## src/rtl/ky32_skid_reg.sv

```systemverilog
// Two-entry ready/valid skid register between KY32 pipeline stages; one-cycle latency.
// Full throughput under backpressure. in_ready is a flop, so out_ready has no combinational path to it.
module ky32_skid_reg #(
    parameter int WIDTH = 32
) (
    input  logic             clk,
    input  logic             clr,
    input  logic             flush,
    input  logic [WIDTH-1:0] in_data,
    input  logic             in_valid,
    output logic             in_ready,
    output logic [WIDTH-1:0] out_data,
    output logic             out_valid,
    input  logic             out_ready
);

    typedef enum logic [1:0] {
        EMPTY = 2'd0,
        ONE   = 2'd1,
        FULL  = 2'd2
    } state_t;

    state_t           state;
    state_t           state_nxt;
    logic [WIDTH-1:0] skid_data;

    logic in_xfer;
    logic out_xfer;
    logic load_main_in;
    logic load_main_skid;
    logic load_skid;

    assign in_xfer  = in_valid & in_ready;
    assign out_xfer = out_valid & out_ready;

    always_comb begin
        state_nxt      = state;
        load_main_in   = 1'b0;
        load_main_skid = 1'b0;
        load_skid      = 1'b0;

        case (state)
            EMPTY: begin
                if (in_xfer) begin
                    state_nxt    = ONE;
                    load_main_in = 1'b1;
                end
            end
            ONE: begin
                if (in_xfer && out_xfer) begin
                    load_main_in = 1'b1;
                end else if (in_xfer) begin
                    state_nxt = FULL;
                    load_skid = 1'b1;
                end else if (out_xfer) begin
                    state_nxt = EMPTY;
                end
            end
            FULL: begin
                // in_ready is low here, so only the drain path can fire
                if (out_xfer) begin
                    state_nxt      = ONE;
                    load_main_skid = 1'b1;
                end
            end
            default: begin
                state_nxt = EMPTY;
            end
        endcase

        // Branch redirect: drop everything held and anything offered this cycle
        if (flush) begin
            state_nxt      = EMPTY;
            load_main_in   = 1'b0;
            load_main_skid = 1'b0;
            load_skid      = 1'b0;
        end
    end

    always_ff @(posedge clk) begin
        if (clr) begin
            state     <= EMPTY;
            in_ready  <= 1'b1;
            out_valid <= 1'b0;
            out_data  <= '0;
            skid_data <= '0;
        end else begin
            state     <= state_nxt;
            in_ready  <= (state_nxt != FULL);
            out_valid <= (state_nxt != EMPTY);
            if (load_main_in) begin
                out_data <= in_data;
            end else if (load_main_skid) begin
                out_data <= skid_data;
            end
            if (load_skid) begin
                skid_data <= in_data;
            end
        end
    end

endmodule

```

## config.mk

```make
export PLATFORM = sky130hd
export DESIGN_NAME = ky32_skid_reg
export DESIGN_NICKNAME = d
export VERILOG_FILES = /design/src/rtl/ky32_skid_reg.sv
export SDC_FILE = /design/constraint.sdc
export NUM_CORES = 1
export LEC_CHECK = 0
export BUFFER_PORTS_ARGS = -buffer_cell sky130_fd_sc_hd__buf_2
export CAP_MARGIN = 10
export CORE_MARGIN = 2
export CORE_UTILIZATION = 53
export DETAILED_ROUTE_END_ITERATION = 16
export GPL_TIMING_DRIVEN = 0
export PLACE_DENSITY = 0.79
export SYNTH_ARGS = -nofsm -noshare
export SYNTH_HDL_FRONTEND = slang
export SYNTH_SLANG_ARGS = --single-unit
```

## constraint.sdc

```tcl
create_clock -name clk -period 1.35 [get_ports clk]
set_input_delay 0.135 -clock clk [delete_from_list [all_inputs] [get_ports clk]]
set_output_delay 0.135 -clock clk [all_outputs]
set_load 0.01 [all_outputs]
```

# Word-level counts from Yosys, hierarchy flattened
# Cells that the tools add are included.
[op_classes]
n_eq_ne = 3
n_mux = 19
bitwise = 2
n_reduce_logical = 4
[ops]
columns = ["operator", "count"]
rows = [
  ["2-to-1 mux 32 bit", 2],
  ["2-to-1 mux 2 bit", 6],
  ["2-to-1 mux 1 bit", 9],
  ["case mux 2 bit (3 select lines)", 1],
  ["nonzero test 2 bit", 2],
  ["bitwise AND 1 bit", 2],
  ["equality test 2 x 1 -> 1 bit (second input constant)", 1],
  ["equality test 2 bit (second input constant)", 1],
  ["logical NOT 2 bit", 1],
  ["inequality test 2 bit (second input constant)", 1],
  ["case mux 1 bit (2 select lines)", 1],
  ["logical AND 1 bit", 1],
]
[word_totals]
reg_bits = 68
out_inout_bits = 34

# Depth between registers and ports, before layout
# Gate-level depths: netlist of the first run.
[depth]
ltp_word = 7
ltp_mapped = 5

# Least setup slack after synthesis of the first run
# Ideal clock, no wire load.
[synth_path]
kind = "register -> register"
from = "register out_valid"
to = "register out_data[28]"
setup_ps = 88
arrival_ps = 1193
t_required_ps = 1262
path_slack_ps = 69
path_stages_with_launch = 6
n_path_buf = 2
path_cell_list = "dfxtp_1 and4b_1 buf_4 buf_6 nand3b_1 a311oi_2"
[synth_via]
elab_chain_cells = 6
[synth_lines]
columns = ["item", "line_no", "source"]
rows = [
  ["from (decl)", "13", "output logic out_valid,"],
  ["from (signal assigned)", "90", "out_valid <= (state_nxt != EMPTY);"],
  ["bitwise AND 1 bit (*)", "34", "assign out_xfer = out_valid & out_ready;"],
  ["logical AND 1 bit", "50", "if (in_xfer && out_xfer) begin"],
  ["2-to-1 mux 1 bit", "50", ""],
  ["case mux 1 bit (2 select lines)", "42", "case (state)"],
  ["2-to-1 mux 1 bit", "72", "if (flush) begin"],
  ["2-to-1 mux 32 bit / nonzero test 2 bit (equally long branches)", "n/a", ""],
  ["to (signal assigned)", "92", "out_data <= in_data;"],
  ["to (signal assigned)", "94", "out_data <= skid_data;"],
  ["to (decl)", "12", "output logic [WIDTH-1:0] out_data,"],
]
# Every way passes the cells marked *; elsewhere a longest branch is shown, timed or not.
# A chain may end at the register's enable or synchronous reset.

# Worst setup path in the final report of the first run
[layout_path]
from = "register state[1]"
to = "register out_data[15]"
[layout_via]
elab_chain_cells = 4
[layout_lines]
columns = ["item", "line_no", "source"]
rows = [
  ["from (decl)", "23", "state_t state;"],
  ["from (signal assigned)", "88", "state <= state_nxt;"],
  ["equality test 2 x 1 -> 1 bit (tied with other cells)", "42", ""],
  ["case mux 1 bit (2 select lines) / 2-to-1 mux 1 bit (equally long branches)", "42", ""],
  ["2-to-1 mux 1 bit", "72", ""],
  ["2-to-1 mux 32 bit / nonzero test 2 bit (equally long branches)", "n/a", ""],
]
# Several ways; a longest one is shown, not always the timed one.

==> impl_results.md, run 1 <==
- Die Width: 80.5 microns
- Top cells by count, synth: dfxtp_1, o21ai_0, a21oi_1, nand3b_1
- Max-slew violations: 0
- CTS Buffer Depth: 2
- # DRC: 0
- Vias: 3240
- Vias per std cell: 6.22
- Initial drt markers: 276
- Origin of the worst setup path: state[1]
- Synth area leader: dfxtp_1
- Register area share after synthesis: 0.439
- Pin count of the biggest net entering global routing: 11
- Overflow after GRT: 0
- Layout Nets: 482
- Initial antenna violation count: 0
- Setup CP Type: register to register
- Top_reg_cell synth: dfxtp_1
- Port bufs: 69
- WL/cell: 18.0 microns
- Routed Antenna Nets: 0
- Post-synth EDFFs: 0
- Startpoint Class: register
- Placed Instances: 498
- Final hold vios: 0
- Clock Latency Late Sink: 0.34 ns
- Cell Area, Synth: 0.00310 sq mm
- Area after DPL: 0.00354 sq mm
- Highest Clock Rate: 709 MHz
- Reg2reg start: state[1]
- Top-area cell type share of the netlist area: 0.439
- Outcome: finished with violations
- Final worst setup slack: -0.0599 ns
- Number of synthesized register bits: 68
- Mapped Cells: 357
- Number of global-route vias before repair: 2866
- Slew HR: 0.576
- Final Power: 4.30 mW
- Reg2reg end: out_data[15]
- Crit Path Max Fanout: 8
- Final non-filler cell total: 521
- LEAKAGE: 1.46 nW
- CTS tree: yes
- Drt first pass iters: 5
- Reg-to-reg slack, setup: -0.06 ns
- Starting Density: 0.557
- Top-count cell post-synth: dfxtp_1
- Area of the multi-input gates: 0.00157 sq mm
- CP endpoint: out_data[15]
- Slew @ Worst Pin: 0.636 ns
- Core area: 0.00557 sq mm
- Period utilisation layout: 1.04
- Max cap viols: 0
- Ports: 71
- H-tree Lvls: 3
- Power Dens Cells: 1080 mW/mm^2
- P&R area growth vs syn: 28.2%
- Asr flop ratio synth: 0
- Pre-CTS WS: -0.251 ns
- Die H: 80.5 microns
- Worst-case reg-to-reg path depth: 5
- Row count: 27
- Cell area after layout: 0.00398 sq mm
- Hpwl dp: 5.86 mm
- Min cycle time layout: 1.41 ns
- Clock transition at path regs: 0.07 ns
- First-pass GRT wire length: 14.2 mm
- Total CTS buffers: 9
- Fillers: 439
- Max VDD drop: 0.688 mV
- Die footprint: 0.00649 sq mm
- RSZ-0062 raised after global routing: true
- Final Wtd Congestion: 0.850
- Layout cells sized above 1: 0.323
- Register area: 0.00137 sq mm
- Setup TNS: -0.321 ns
- Total Routing Usage GR: 0.284
- CTS Sinks: 68
- Crit path capture type: register
- Post-Route WL: 9.38 mm
- Root Buffer: clkbuf_8
- Synthesis Warnings: 0
- Final setup fails: 15
- Dominant cells by area after synthesis: dfxtp_1, o21ai_0, a311oi_1, nand3b_1, a21oi_1
- Min-delay worst type: primary input to register
- Synth cell types: 27
- Skew final: 0.00957 ns
- Diode count: 0
- CTS Hold Buffers Added: 0
- Worst hold path depth: 3
- Crit path required time: 1.60 ns
- Syn nets: 394
- Syn avg cell area: 8.70 sq um
- Failing checks: negative setup slack
- CP arrival: 1.66 ns
-- layer usage --
| metal | global-route usage | up-vias | routed length [microns] |
|---|---|---|---|
| li1 | - | 1530 | - |
| met1 | 0.385 | 1528 | 3900 |
| met2 | 0.452 | 160 | 4590 |
| met3 | 0.0360 | 22 | 673 |
| met4 | 0.125 | 0 | 210 |
| met5 | 0 | - | 0 |
-- worst min-delay path by stage --
stage                      startpoint            end  slack, ns
after global routing       in_data[1]   skid_data[1]       0.06
after detailed placement   in_data[1]   skid_data[1]       0.41
after floorplan            in_data[0]   skid_data[0]       0.28
after global placement    in_data[13]  skid_data[13]       0.40
final                      in_data[1]   skid_data[1]       0.05
after CTS                  in_data[1]   skid_data[1]       0.05
-- placed cells by master, fill, tap and decap left out, types with 2 or more instances in the layout --
cell type  synthesis  final
and4b_1            2      2
clkinv_2           0      2
clkbuf_4           0      4
clkbuf_16          0      2
clkbuf_8           0     12
dfxtp_4            0      2
o21ai_2            0      2
buf_8              0      4
dfxtp_2            0      2
a21oi_1           33     31
nand3b_1          33     33
o21ai_0           65     31
buf_4              7     12
clkbuf_2           0      2
nand3_1           32     32
a311oi_2           3     11
buf_2             10     76
clkbuf_1          22     15
o21ai_1            0     32
buf_6              6      8
a311oi_1          29     21
nand2_1            2      2
a21oi_2            0      2
dfxtp_1           68     64
nor3_1            32     31
-- area by class of cell --
class,instances,share of cell area
clock inverter,2,0.00252
tap,72,0.0226
clock buffer,13,0.0399
inverter,1,0.000943
sequential,68,0.345
multi-input combinational,243,0.395
buffer,45,0.0836
timing repair buffer,77,0.111
-- where the power goes --
part / switching (mW) / total [mW] / internal (mW) / leakage (nW)
combinational: 0.384 / 0.657 / 0.273 / 0.815
sequential: 0.0452 / 2.14 / 2.09 / 0.556
clock: 0.753 / 1.51 / 0.753 / 0.0893
-- metrics by stage --
stage	hold WS, ns	utilization
2_1_floorplan	0.283	-
3_3_place_gp	0.404	0.635
3_5_place_dp	0.408	0.635
4_1_cts	0.0468	0.681
5_1_grt	0.0557	0.714
6_report	0.0538	0.714
-- critical path: stages, from the launching register on --
cell and delay [ns]:
dfxtp_4 0.36, and4bb_2 0.30, buf_6 0.14, nand2_8 0.08, clkbuf_16 0.17, a311oi_2 0.26
-- repair_timing --
action / 4_1_cts / 5_1_grt
endpoints found under the setup margin: 62 / 61
endpoints found under the hold margin: 0 / 0
resized for setup: 30 / 61
cloned: 0 / 3
buffers inserted: 1 / 4
pin swaps: 1 / 9
-- cell families after synthesis --
kind of cell,after synthesis,share of synthesized area
flip-flops,68,0.439
buffers and inverters,46,0.0826
AND/OR/NAND/NOR,109,0.214
AO/OA/AOI/OAI,134,0.265
-- state kept, by name (all words and copies together) (netlist names) --
| name | count |
|---|---|
| skid_data | 32 |
| in_ready | 1 |
| out_data | 32 |
| out_valid | 1 |
| state | 2 |
No activity file was read; power rests on OpenSTA's default activity.
==> run 2: changes to the inputs <==
--- a/config.mk
+++ b/config.mk
@@ -11,6 +11,7 @@
 export CORE_UTILIZATION = 53
 export DETAILED_ROUTE_END_ITERATION = 16
 export GPL_TIMING_DRIVEN = 0
+export HOLD_SLACK_MARGIN = 0.15
 export PLACE_DENSITY = 0.79
 export SYNTH_ARGS = -nofsm -noshare
 export SYNTH_HDL_FRONTEND = slang
==> run 2 against run 1 <==
Net effect:
- the flow still finishes with violations (negative setup slack)
- via count increased by 4.5%
- clock skew decreased by 0.0022 ns
- core utilization increased by 5.7 points
- register-to-register slack about the same
- clock power about the same
- fmax increased by 0.62%
- power increased by 1.5%
- wire length increased by 2.8%
- highest routed layer unchanged
==> impl_results.md, run 2 (same netlist as run 1, synthesis figures left out) <==
- Overflow after GRT: 0 (unchanged)
- Area of the multi-input gates: 0.00157 sq mm (unchanged)
- Initial drt markers: 328 (was 276)
- LEAKAGE: 1.59 nW (was 1.46 nW)
- Final Power: 4.37 mW (was 4.30 mW)
- Crit path capture type: register (unchanged)
- Reg-to-reg slack, setup: -0.05 ns (was -0.06 ns)
- Final Wtd Congestion: 0.850 (unchanged)
- CTS Sinks: 68 (unchanged)
- Highest Clock Rate: 714 MHz (was 709 MHz)
- Hpwl dp: 5.86 mm (unchanged)
- Core area: 0.00557 sq mm (unchanged)
- DR WL met2: 4.77 mm (was 4.59 mm)
- Root Buffer: clkbuf_8 (unchanged)
- Drt first pass iters: 5 (unchanged)
- Most frequent cells in the layout: buf_2, dfxtp_1, nand3b_1, o21ai_1 (was buf_2, dfxtp_1, nand3b_1)
- Layout Nets: 514 (was 482)
- Crit Path Max Fanout: 8 (unchanged)
- Final hold vios: 0 (unchanged)
- # DRC: 0 (unchanged)
- Vias per std cell: 6.12 (was 6.22)
- Min cycle time layout: 1.40 ns (was 1.41 ns)
- Ports: 71 (unchanged)
- Starting Density: 0.557 (unchanged)
- Crit path required time: 1.59 ns (was 1.60 ns)
- Reg2reg end: out_data[10] (was out_data[15])
- Worst Hold End: in_ready (was skid_data[1])
- Period utilisation layout: 1.04 (about the same)
- Psw: 1.19 mW (was 1.18 mW)
- Register area: 0.00137 sq mm (unchanged)
- CTS tree: yes (unchanged)
- WL met3: 749 microns (was 673 microns)
- Min-delay worst type: primary input to register (unchanged)
- Pin count of the biggest net entering global routing: 11 (unchanged)
- WL/cell: 17.4 microns (was 18.0 microns)
- H-tree Lvls: 3 (unchanged)
- Post-Route WL: 9.64 mm (was 9.38 mm)
- Final worst setup slack: -0.0511 ns (was -0.0599 ns)
- Startpoint Class: register (unchanged)
- Fillers: 390 (was 439)
- Worst-case reg-to-reg path depth: 5 (unchanged)
- Die H: 80.5 microns (unchanged)
- Setup CP Type: register to register (unchanged)
- Total Routing Usage GR: 0.298 (was 0.284)
- Met1 wire length: 3.95 mm (was 3.90 mm)
- RSZ-0062 raised after global routing: true (unchanged)
- Diode count: 0 (unchanged)
- Power Dens Cells: 1020 mW/mm^2 (was 1080 mW/mm^2)
- Clock transition at path regs: 0.07 ns (about the same)
- Max VDD drop: 0.708 mV (was 0.688 mV)
- Layout cells sized above 1: 0.301 (was 0.323)
- Port bufs: 69 (unchanged)
- Number of global-route vias before repair: 3071 (was 2866)
- Highest Signal Layer: met4 (unchanged)
- CP arrival: 1.64 ns (was 1.66 ns)
- CTS Buffer Depth: 2 (unchanged)
- Final setup fails: 10 (was 15)
- Slew @ Worst Pin: 0.617 ns (was 0.636 ns)
- First-pass GRT wire length: 14.9 mm (was 14.2 mm)
- Row count: 27 (unchanged)
- Top flop regs: out_data (32), skid_data (32), state (2) (unchanged)
- HP Start: out_ready (was in_data[1])
- Pre-CTS WS: -0.251 ns (unchanged)
- Vias: 3385 (was 3240)
- Clock Latency Late Sink: 0.34 ns (about the same)
- Failing checks: negative setup slack (unchanged)
- Net Sw Frac: 0.272 (was 0.275)
- Die Width: 80.5 microns (unchanged)
- Routed Antenna Nets: 0 (unchanged)
- Reg2reg start: state[0] (was state[1])
- Setup TNS: -0.202 ns (was -0.321 ns)
- Logic pwr share: 0.167 (was 0.153)
- Int Power: 3.18 mW (was 3.12 mW)
- Max-slew violations: 0 (unchanged)
- Reg power frac: 0.489 (was 0.497)
- Worst hold path depth: 3 (unchanged)
- Skew final: 0.00734 ns (was 0.00957 ns)
- Hold Slack: 0.164 ns (was 0.0538 ns)
- Die footprint: 0.00649 sq mm (unchanged)
- Slew HR: 0.589 (was 0.576)
- Total CTS buffers: 9 (unchanged)
- P&R area growth vs syn: 38.5% (was 28.2%)
- Most common cell after layout, fill and taps aside: buf_2 (unchanged)
- Initial antenna violation count: 0 (unchanged)
- Outcome: finished with violations (unchanged)
- Clock network power share: 0.344 (was 0.350)
- Max cap viols: 0 (unchanged)
run 2: worst max-delay path, stage by stage (launching register included):
cell and delay (ns):
dfxtp_4 0.36, and4b_1 0.26, buf_6 0.15, clkbuf_16 0.15
nand3b_1 0.09, a311oi_1 0.30
run 2: area by class of cell:
| type | instances | area share |
|---|---|---|
| clock buffers | 13 | 0.0370 |
| clock inverters | 2 | 0.00233 |
| well taps | 72 | 0.0210 |
| repair buffers | 109 | 0.177 |
| inverters | 1 | 0.000873 |
| multi-input cells | 243 | 0.366 |
| plain buffers | 45 | 0.0774 |
| flip-flops and latches | 68 | 0.319 |
run 2: worst max path at each step:
stage	startpoint	end	slack (ns)	cells after the start
after floorplan	out_valid	out_data[28]	0.07	5
after global placement	state[0]	out_data[24]	-0.15	4
after detailed placement	state[0]	out_data[22]	-0.25	4
after CTS	state[1]	out_data[13]	-0.003	5
after global routing	state[0]	out_data[10]	-0.15	5
final	state[0]	out_data[10]	-0.05	5
run 2: stage by stage:
stage | cells | area (sq um) | util
floorplan | 357 | 3100 | -
detailed placement | 498 | 3540 | 0.635
global route | 553 | 4300 | 0.771
CTS | 546 | 4120 | 0.739
finish | 553 | 4300 | 0.771
global placement | 498 | 3540 | 0.635
run 2: routing by layer:
metal / vias to the layer above / GRT usage
met5: - / 0
met4: 0 / 0.132
met3: 19 / 0.0360
met2: 178 / 0.488
met1: 1599 / 0.394
li1: 1589 / -
run 2: repair_timing:
| item | in CTS | in global routing |
|---|---|---|
| resized for setup | 30 | 64 |
| setup buffers | 1 | 4 |
| hold buffers | 32 | 0 |
| pin swaps | 1 | 10 |
| gates cloned | 0 | 3 |
| setup endpoints to repair | 62 | 61 |
| endpoints found under the hold margin | 32 | 0 |
run 2: power by group through the flow:
stage / Clock, mW / Combinational, mW / Sequential, mW
2_1_floorplan: 0 / 0.299 / 2.21
3_3_place_gp: 0 / 0.557 / 2.18
3_5_place_dp: 0 / 0.565 / 2.18
4_1_cts: 1.50 / 0.662 / 2.14
5_1_grt: 1.59 / 0.782 / 2.14
6_report: 1.50 / 0.727 / 2.14
